===== src/rtl/rgb_fade_pkg.sv =====
// rtl/rgb_fade_pkg.sv - shared state encoding, register map and STATUS layout for the RGB fade sequencer
package rgb_fade_pkg;

  typedef enum logic [1:0] {
    IDLE = 2'd0,
    RAMP = 2'd1,
    HOLD = 2'd2,
    DONE = 2'd3
  } fade_state_t;

  localparam logic [3:0] ADDR_CTRL       = 4'd0;
  localparam logic [3:0] ADDR_STEP_DIV   = 4'd1;
  localparam logic [3:0] ADDR_HOLD_STEPS = 4'd2;
  localparam logic [3:0] ADDR_KEYS_USED  = 4'd3;
  localparam logic [3:0] ADDR_KEY0       = 4'd4;
  localparam logic [3:0] ADDR_STATUS     = 4'd15;

  localparam int CTRL_ENABLE_BIT  = 0;
  localparam int CTRL_LOOP_BIT    = 1;
  localparam int STATUS_STATE_LSB = 0;
  localparam int STATUS_INDEX_LSB = 4;
  localparam int STATUS_BUSY_BIT  = 8;

endpackage


===== src/rtl/rgb_fade_sequencer_step_tick_gen.sv =====
// rtl/rgb_fade_sequencer_step_tick_gen.sv - step-tick prescaler; divisor is sampled only at wrap or clear
module step_tick_gen #(
  parameter int DIV_W = 24
) (
  input  logic             clk,
  input  logic             reset_n,
  input  logic             clear,
  input  logic [DIV_W-1:0] div,
  output logic             tick
);

  logic [DIV_W-1:0] cnt;
  logic [DIV_W-1:0] div_q;

  assign tick = (cnt == div_q - DIV_W'(1));

  // div_q is never 0, so a programmed divisor of 0 runs as 1
  always_ff @(posedge clk or negedge reset_n) begin
    if (!reset_n) begin
      cnt   <= '0;
      div_q <= DIV_W'(1);
    end else if (clear || tick) begin
      cnt   <= '0;
      div_q <= (div == '0) ? DIV_W'(1) : div;
    end else begin
      cnt <= cnt + DIV_W'(1);
    end
  end

endmodule


===== src/rtl/rgb_fade_sequencer.sv =====
// rtl/rgb_fade_sequencer.sv - Avalon-MM keyframe fader stepping three PWM duty values toward programmed colours
module rgb_fade_sequencer
  import rgb_fade_pkg::*;
#(
  parameter int DUTY_W   = 8,
  parameter int NUM_KEYS = 4,
  parameter int DIV_W    = 24
) (
  input  logic              clk,
  input  logic              reset_n,
  input  logic [3:0]        avs_address,
  input  logic              avs_read,
  input  logic              avs_write,
  input  logic [31:0]       avs_writedata,
  output logic [31:0]       avs_readdata,
  output logic [DUTY_W-1:0] duty_red,
  output logic [DUTY_W-1:0] duty_green,
  output logic [DUTY_W-1:0] duty_blue,
  output logic              busy,
  output logic              seq_done
);

  localparam int KEY_W = 3 * DUTY_W;

  logic              ctrl_enable, ctrl_loop;
  logic [DIV_W-1:0]  step_div;
  logic [15:0]       hold_steps, hold_cnt;
  logic [3:0]        keys_used, keys_used_eff;
  logic [KEY_W-1:0]  keys [8];
  logic [KEY_W-1:0]  target;
  logic [2:0]        key_idx;
  fade_state_t       state, next_state;
  logic              tick, prescale_clear, at_target, last_key;
  logic [31:0]       rd_data, status_word;
  logic              unused_wdata;

  assign unused_wdata = ^avs_writedata;

  function automatic logic [DUTY_W-1:0] step_toward(input logic [DUTY_W-1:0] cur,
                                                    input logic [DUTY_W-1:0] tgt);
    if (cur < tgt) return cur + DUTY_W'(1);
    if (cur > tgt) return cur - DUTY_W'(1);
    return cur;
  endfunction

  step_tick_gen #(.DIV_W(DIV_W)) u_tick (
    .clk     (clk),
    .reset_n (reset_n),
    .clear   (prescale_clear),
    .div     (step_div),
    .tick    (tick)
  );

  always_ff @(posedge clk or negedge reset_n) begin
    if (!reset_n) begin
      ctrl_enable <= 1'b0;
      ctrl_loop   <= 1'b0;
      step_div    <= '0;
      hold_steps  <= '0;
      keys_used   <= '0;
      for (int i = 0; i < 8; i++) keys[i] <= '0;
    end else if (avs_write) begin
      case (avs_address)
        ADDR_CTRL: begin
          ctrl_enable <= avs_writedata[CTRL_ENABLE_BIT];
          ctrl_loop   <= avs_writedata[CTRL_LOOP_BIT];
        end
        ADDR_STEP_DIV:   step_div   <= avs_writedata[DIV_W-1:0];
        ADDR_HOLD_STEPS: hold_steps <= avs_writedata[15:0];
        ADDR_KEYS_USED:  keys_used  <= avs_writedata[3:0];
        default: ;
      endcase
      for (int i = 0; i < NUM_KEYS; i++)
        if (avs_address == ADDR_KEY0 + 4'(i)) keys[i] <= avs_writedata[KEY_W-1:0];
    end
  end

  always_comb begin
    keys_used_eff = keys_used;
    if (keys_used == 4'd0) keys_used_eff = 4'd1;
    else if (keys_used > 4'(NUM_KEYS)) keys_used_eff = 4'(NUM_KEYS);
  end

  assign target    = keys[key_idx];
  assign at_target = ({duty_red, duty_green, duty_blue} == target);
  assign last_key  = ({1'b0, key_idx} >= keys_used_eff - 4'd1);
  assign busy      = (state == RAMP) || (state == HOLD);

  always_comb begin
    next_state = state;
    case (state)
      IDLE: if (ctrl_enable) next_state = RAMP;
      RAMP: begin
        if (!ctrl_enable)   next_state = IDLE;
        else if (at_target) next_state = HOLD;
      end
      HOLD: begin
        if (!ctrl_enable) next_state = IDLE;
        else if (hold_cnt >= hold_steps) next_state = (!last_key || ctrl_loop) ? RAMP : DONE;
      end
      DONE: if (!ctrl_enable) next_state = IDLE;
      default: next_state = IDLE;
    endcase
    prescale_clear = (next_state == RAMP) && (state != RAMP);
  end

  always_ff @(posedge clk or negedge reset_n) begin
    if (!reset_n) begin
      state      <= IDLE;
      key_idx    <= '0;
      hold_cnt   <= '0;
      seq_done   <= 1'b0;
      duty_red   <= '0;
      duty_green <= '0;
      duty_blue  <= '0;
    end else begin
      state    <= next_state;
      seq_done <= (state == HOLD) && (next_state == DONE);
      if (state == IDLE && next_state == RAMP) key_idx <= '0;
      else if (state == HOLD && next_state == RAMP) key_idx <= last_key ? 3'd0 : key_idx + 3'd1;
      if (state == RAMP) hold_cnt <= '0;
      else if (state == HOLD && tick) hold_cnt <= hold_cnt + 16'd1;
      // gating on enable keeps the duties frozen in the cycle a disable lands
      if (state == RAMP && ctrl_enable && tick) begin
        duty_red   <= step_toward(duty_red,   target[3*DUTY_W-1:2*DUTY_W]);
        duty_green <= step_toward(duty_green, target[2*DUTY_W-1:DUTY_W]);
        duty_blue  <= step_toward(duty_blue,  target[DUTY_W-1:0]);
      end
    end
  end

  always_comb begin
    status_word = '0;
    status_word[STATUS_STATE_LSB +: 2] = state;
    status_word[STATUS_INDEX_LSB +: 3] = key_idx;
    status_word[STATUS_BUSY_BIT]       = busy;
  end

  always_comb begin
    rd_data = '0;
    case (avs_address)
      ADDR_CTRL:       rd_data = {30'd0, ctrl_loop, ctrl_enable};
      ADDR_STEP_DIV:   rd_data = 32'(step_div);
      ADDR_HOLD_STEPS: rd_data = 32'(hold_steps);
      ADDR_KEYS_USED:  rd_data = 32'(keys_used);
      ADDR_STATUS:     rd_data = status_word;
      default: ;
    endcase
    for (int i = 0; i < NUM_KEYS; i++)
      if (avs_address == ADDR_KEY0 + 4'(i)) rd_data = 32'(keys[i]);
  end

  always_ff @(posedge clk or negedge reset_n) begin
    if (!reset_n) avs_readdata <= '0;
    else          avs_readdata <= avs_read ? rd_data : '0;
  end

endmodule


===== config.mk =====
export PLATFORM = sky130hd
export DESIGN_NAME = rgb_fade_sequencer
export DESIGN_NICKNAME = d
export VERILOG_FILES = /design/src/rtl/rgb_fade_pkg.sv /design/src/rtl/rgb_fade_sequencer_step_tick_gen.sv /design/src/rtl/rgb_fade_sequencer.sv
export SDC_FILE = /design/constraint.sdc
export NUM_CORES = 1
export LEC_CHECK = 0
export BUFFER_PORTS_ARGS = -buffer_cell sky130_fd_sc_hd__buf_2
export CAP_MARGIN = 20
export CORE_AREA = 2 2 173 175
export CTS_CLUSTER_DIAMETER = 120
export DETAILED_ROUTE_END_ITERATION = 16
export DIE_AREA = 0 0 175 177
export GPL_TIMING_DRIVEN = 0
export PLACE_DENSITY_LB_ADDON = 0.12
export SETUP_SLACK_MARGIN = 0.5
export SLEW_MARGIN = 10
export SYNTH_ARGS = -nofsm -noshare
export SYNTH_HDL_FRONTEND = slang
export SYNTH_HIERARCHICAL = 1
export SYNTH_SLANG_ARGS = --single-unit

===== constraint.sdc =====
create_clock -name clk -period 5.2 [get_ports clk]
set_input_delay 0.52 -clock clk [delete_from_list [all_inputs] [get_ports clk]]
set_output_delay 0.52 -clock clk [all_outputs]
set_load 0.01 [all_outputs]

==> results of run 1 <==
[synthesized netlist by cell type, types with 17 or more instances]
library cell	instances
nor2_1	71
and4_1	17
a21boi_0	22
dfrtp_1	259
a22oi_1	32
nand2_1	69
xor2_1	48
ha_1	56
inv_1	32
nand4_1	26
nand2b_1	27
mux4_2	24
o21ai_0	46
a21oi_1	25
mux2_2	151
nand3_1	33
clkbuf_1	40
nor3_1	18
xnor2_1	40
mux2_4	20
[what timing repair did]
item / CTS / global route
gates resized for setup: 4 / 5
endpoints found under the hold margin: 57 / 0
setup endpoints to repair: 47 / 52
hold buffers: 1 / 0
cloned: 0 / 0
[through the flow]
| step | hold WS [ps] | total power (W) | std cells |
|---|---|---|---|
| final | 264.1 | 0.007674 | 1785 |
| after global routing | 263.3 | 0.008105 | 1783 |
| after CTS | 238.5 | 0.007699 | 1783 |
| after detailed placement | 490.5 | 0.005407 | 1727 |
| after global placement | 487.0 | 0.005343 | 1725 |
| after floorplan | 224.4 | 0.004627 | 1258 |
[flip-flops by register name, summed over array words and instances (netlist names), 16 cells and up]
name	cells
avs_readdata	24
hold_cnt	16
hold_steps	16
u_tick/div_q	24
step_div	24
u_tick/cnt	24
keys	96
[layout by cell type (no fill, tap or decap), types with 12 or more instances in the layout]
cell type / netlist / final
dfrtp_1: 259 / 259
mux2_2: 151 / 151
buf_2: 3 / 77
nor2_1: 71 / 71
nand2_1: 69 / 69
ha_1: 56 / 56
xor2_1: 48 / 48
o21ai_0: 46 / 46
clkbuf_1: 40 / 42
xnor2_1: 40 / 40
nand3_1: 33 / 33
inv_1: 32 / 32
a22oi_1: 32 / 32
clkbuf_16: 0 / 31
nand2b_1: 27 / 27
nand4_1: 26 / 26
a21oi_1: 25 / 25
mux4_2: 24 / 24
a21boi_0: 22 / 22
mux2_4: 20 / 20
nor3_1: 18 / 18
and4_1: 17 / 17
nor4_1: 13 / 13
nor2b_1: 12 / 12
[layout make-up]
type / instances / share of cell area
clock buffers: 45 / 0.05589
inverters: 32 / 0.007309
multi-input cells: 907 / 0.4554
plain buffers: 59 / 0.01789
well taps: 390 / 0.02969
clock inverters: 10 / 0.009517
repair buffers: 80 / 0.02802
flip-flops and latches: 260 / 0.3960
diodes: 2 / 0.0003046
[report_power, final]
part	switching (W)	total (W)	internal, W	leakage [nW]
clock	0.000847	0.00226	0.00141	0.529
combinational	0.00132	0.00256	0.00125	3.54
sequential	0.000426	0.00286	0.00243	3.33
[final timing paths]
check | from | end | slack [ps] | cells after the start
min reg2reg | hold_steps[2] | hold_steps[2] | 510 | 1
max in group asynchronous | reset_n | keys[177] | 3350 | 4
min | avs_writedata[23] | keys[119] | 260 | 2
max | key_idx[1] | u_tick/div_q[1] | 710 | 16
max reg2reg | key_idx[1] | u_tick/div_q[1] | 710 | 16
min in group asynchronous | reset_n | keys[190] | 500 | 2
[critical path: cells and delay by family, from the launching register on]
family,cells,cell delay (ps)
buffers and inverters,4,1290
AND/OR/NAND/NOR,5,930
AO/OA/AOI/OAI,4,790
multiplexers,2,680
flip-flops,1,370
adder cells (fa/ha/maj),1,290
[metal layers]
layer,vias to the layer above,GRT usage,share of wire
met3,49,0.04038,0.058
met1,5313,0.3569,0.46
met5,-,0,0.00053
met4,4,0.06007,0.020
li1,4853,-,-
met2,268,0.3857,0.46
[logic make-up (layout without fill, tap and decap cells)]
family / Yosys count / after routing / synth area share
simple gates: 339 / 339 / 0.1259
flops: 260 / 260 / 0.4537
other cells: 2 / 11 / 0.0005236
mux: 205 / 205 / 0.1844
compound gates: 209 / 209 / 0.1031
fa+ha+maj: 56 / 56 / 0.04885
buf+inv: 91 / 226 / 0.02826
xor+xnor: 89 / 89 / 0.05530
==> impl_metrics.toml, run 1 <==
[status]
status = "finished, final reports clean"

[synth]
syn_inst = 1251
synth_area_leaders = "dfrtp_1, mux2_2, ha_1"
syn_area_per_cell_um2 = 11.47
synth_area_um2 = 14340
ys_seq_elements = 260
synth_edf_count = 0
synth_ff_type = "dfrtp_1"
synthArstFlopShare = 1.000
yosysSeqAreaShare = 0.4537
yosysWarnings = 198
yosys.area.top_type = "dfrtp_1"
yosysTopAreaCellShare = 0.4518
synth_cell_types = 77

[sta]
maxSlewViolCount = 0
fin_worst_skew_ps = 9.703
hold_viol = 0
max_freq_mhz = 222.8
finalCritPeriodShare = 0.8631
rsz0062_at_grt = "no"
timing.final.ws_setup_ps = 711.9
fin_crit_ps = 4488
tightestPinTransition_ps = 1080
setup_viol = 0
setup-tns-final_ps = 0
relSlewSlack = 0.2743

[routing]
drtIter0Drc = 809
finalWirelength_mm = 37.73
drc = 0
antenna_left = 0
via_per_inst = 5.875
wl_per_cell_um = 21.14
vias = 10490
firstDrtPassIters = 5

[run]
drv_cap = 0

[placed_design]
gp_congestion = 0.8727
placed_area_um2 = 15310
io_buffers = 77
hpwlAfterDp_mm = 27.14
dp_slack_ps = 339.5

[finish]
fillers = 2509
final_core_util = 0.5619
syn_to_final_growth_pct = 14.57
final_nets = 1466
multiInputGateArea_um2 = 7483
ff_latch_area_um2 = 6507
post-route-cell-area_um2 = 16430
drive_gt1_frac = 0.2606

[power]
p_per_area_nw_per_um2 = 467.0
power.leakage_nw = 7.398
max-vdd-ir-drop_mv = 0.2507

[global_routing]
antenna_found_initial = 4
grt_pass1_wl_mm = 59.12
grt_pass1_vias = 10230
grt_use_total = 0.2455
grt_max_degree = 112
grt.overflow.total = 0

[critical_path]
max_stage_delay_ps = 490
cp.required_ps = 5640
cp_max_fo = 10
endpoint_kind = "register"
crit_arrival_ps = 4920
path_cells = "buf_1, clkbuf_2, mux4_2, nor2b_1, ha_1, nand4_1, nor2_1, nand3_1, o21ai_0, a41oi_2, a21boi_4, nor3_1, inv_1, o31ai_4, buf_6, mux2_4"
crit_path_start_kind = "register"
path_class = "reg2reg"
cp_slowest_cell = "buf_1"

[floorplan]
die_area_um2 = 30980
core_area_um2 = 29240
initial_utilization = 0.4905
die_h_um = 177
die_x_um = 175
io-pin-count = 98
num_rows = 63

[clocking]
cts_htree_levels = 1
cts_tree = "yes"
cts_made_buffers = 30
clk_pin_slew_ps = 60
cts_sinks = 260
clock_latency_ps = 550
postCtsSetupBuffers = 0
ctsLongestPathBuffers = 3
cts-root-buf = "clkbuf_16"

[min_path]
hp-class = "in2reg"
Power figures use the tool's default switching activity.
==> inputs of run 2 (changes only) <==
Settings changed: CORE_AREA 2 2 173 175 to 2 2 193 195, DIE_AREA 0 0 175 177 to 0 0 195 197.
==> impl_metrics.toml, run 2 (same netlist as run 1, synthesis figures left out) <==
[sta]
finalCritPeriodShare = 0.8400
fin_crit_ps = 4368
hold_viol = 0
relSlewSlack = 0.2550
setup-tns-final_ps = 0
max_freq_mhz = 228.9
rsz0062_at_grt = "no"
tightestPinTransition_ps = 1113
maxSlewViolCount = 0
fin_worst_skew_ps = 12.06
setup_viol = 0

[critical_path]
crit_path_start_kind = "register"
cp_slowest_cell = "mux4_2"
r2r-start = "key_idx[0]"
r2r_setup_slack_ps = 830
path_common_cell = "inv_1"
max_stage_delay_ps = 630
path_class = "reg2reg"
cp.required_ps = 5650
critical_path.startpoint = "key_idx[0]"
path_cells = "buf_2, buf_4, mux4_2, nor2b_1, ha_1, nand4_1, nor2_1, a31oi_1, o31ai_1, o211ai_1, inv_1, nor3_1, inv_1, o31ai_4, buf_6, mux2_1"
cp_max_fo = 10
endpoint_kind = "register"
crit_arrival_ps = 4810

[finish]
largest_register_ff_count = 96
regMostFlops = "keys"
drive_gt1_frac = 0.2640
fin_cells = 1864
fillers = 3449
syn_to_final_growth_pct = 15.57
layout_commonest_cell = "dfrtp_1"
final_nets = 1469
final_core_util = 0.4572
multiInputGateArea_um2 = 7485
mostFrequentLayoutCells = "dfrtp_1, mux2_2, buf_2"
ff_latch_area_um2 = 6507

[global_routing]
grt_pass1_vias = 10420
antenna_found_initial = 2
grt_max_degree = 106
grt_use_total = 0.2118
grt.overflow.total = 0
grt_pass1_wl_mm = 62.62

[floorplan]
die_h_um = 197
num_rows = 70
core_area_um2 = 36260
io-pin-count = 98
die_area_um2 = 38420
initial_utilization = 0.3956
die_x_um = 195

[routing]
via_per_inst = 5.573
wl_per_cell_um = 21.65
drc = 0
antenna_left = 0
firstDrtPassIters = 5
finalWirelength_mm = 40.35
drtIter0Drc = 732
vias = 10390

[power]
p_total_w = 0.007788
power.leakage_nw = 7.430
p_per_area_nw_per_um2 = 469.8
max-vdd-ir-drop_mv = 0.2506

[clocking]
clk_pin_slew_ps = 60
postCtsSetupBuffers = 0
cts_htree_levels = 1
cts_made_buffers = 31
clock_latency_ps = 570
cts_tree = "yes"
cts-root-buf = "clkbuf_16"
cts_sinks = 260
ctsLongestPathBuffers = 3

[status]
status = "finished, final reports clean"

[min_path]
min_from = "avs_writedata[20]"
hp-class = "in2reg"

[placed_design]
io_buffers = 77
place_inst = 1807
gp_congestion = 0.8410
hpwlAfterDp_mm = 28.98

[run]
drv_cap = 0
[run 2: cell types whose count changed in the layout (fill, tap and decap cells not counted), sizes merged]
cell,delta
clkinv,+2
buf,+4
clkbuf,-6
bufinv,+1
[run 2: path summary, 6_finish.rpt]
path / end / depth (start not counted)
worst max-delay path: u_tick/div_q[20] / 16
worst min-delay path: keys[188] / 2
worst max register to register: u_tick/div_q[20] / 16
worst min register to register: duty_blue[7] / 1
max in group asynchronous: keys[146] / 3
min in group asynchronous: u_tick/cnt[21] / 2
[run 2: stage by stage]
stage / cell area, um2 / hold WS [ps] / setup WS (ps)
5_1_grt: 16570 / 250.2 / 501.7
4_1_cts: 16540 / 224.0 / 524.2
6_report: 16580 / 252.0 / 832.2
3_3_place_gp: 15340 / 487.7 / -1426
3_5_place_dp: 15420 / 495.9 / 220.6
2_1_floorplan: 14370 / 224.4 / 1395
[run 2: final cells by class]
cell class                      instances  share of cell area
Antenna cell                            2           0.0003019
Tap cell                              468             0.03532
Inverter                               32            0.007246
Buffer                                 59             0.01781
Timing Repair Buffer                   82             0.02891
Sequential cell                       260              0.3926
Clock buffer                           41             0.05389
Multi-Input combinational cell        907              0.4515
Clock inverter                         13             0.01245
[run 2: layer usage]
layer | track usage | share of wire
met2 | 0.3176 | 0.44
met3 | 0.04483 | 0.066
met5 | 0 | 0.00022
met4 | 0.06022 | 0.024
met1 | 0.3087 | 0.47
[run 2: report_power, final]
part           leakage [nW]  internal (W)  switching, W
clock network         0.543       0.00145      0.000895
registers              3.33       0.00243      0.000442
logic                  3.56       0.00125       0.00132
[run 2: timing repair]
item	CTS	global route
hold buffers	1	0
resized for setup	4	9
endpoints found under the setup margin	51	58
endpoints found under the hold margin	65	0
[run 2: worst max-delay path: cells and delay by family, from the launching register on]
kind                     cells  cell delay (ps)
buffers and inverters        5             1170
multiplexers                 2              960
AND/OR/NAND/NOR              4              740
AO/OA/AOI/OAI                4              710
flip-flops                   1              350
adder cells (fa/ha/maj)      1              300
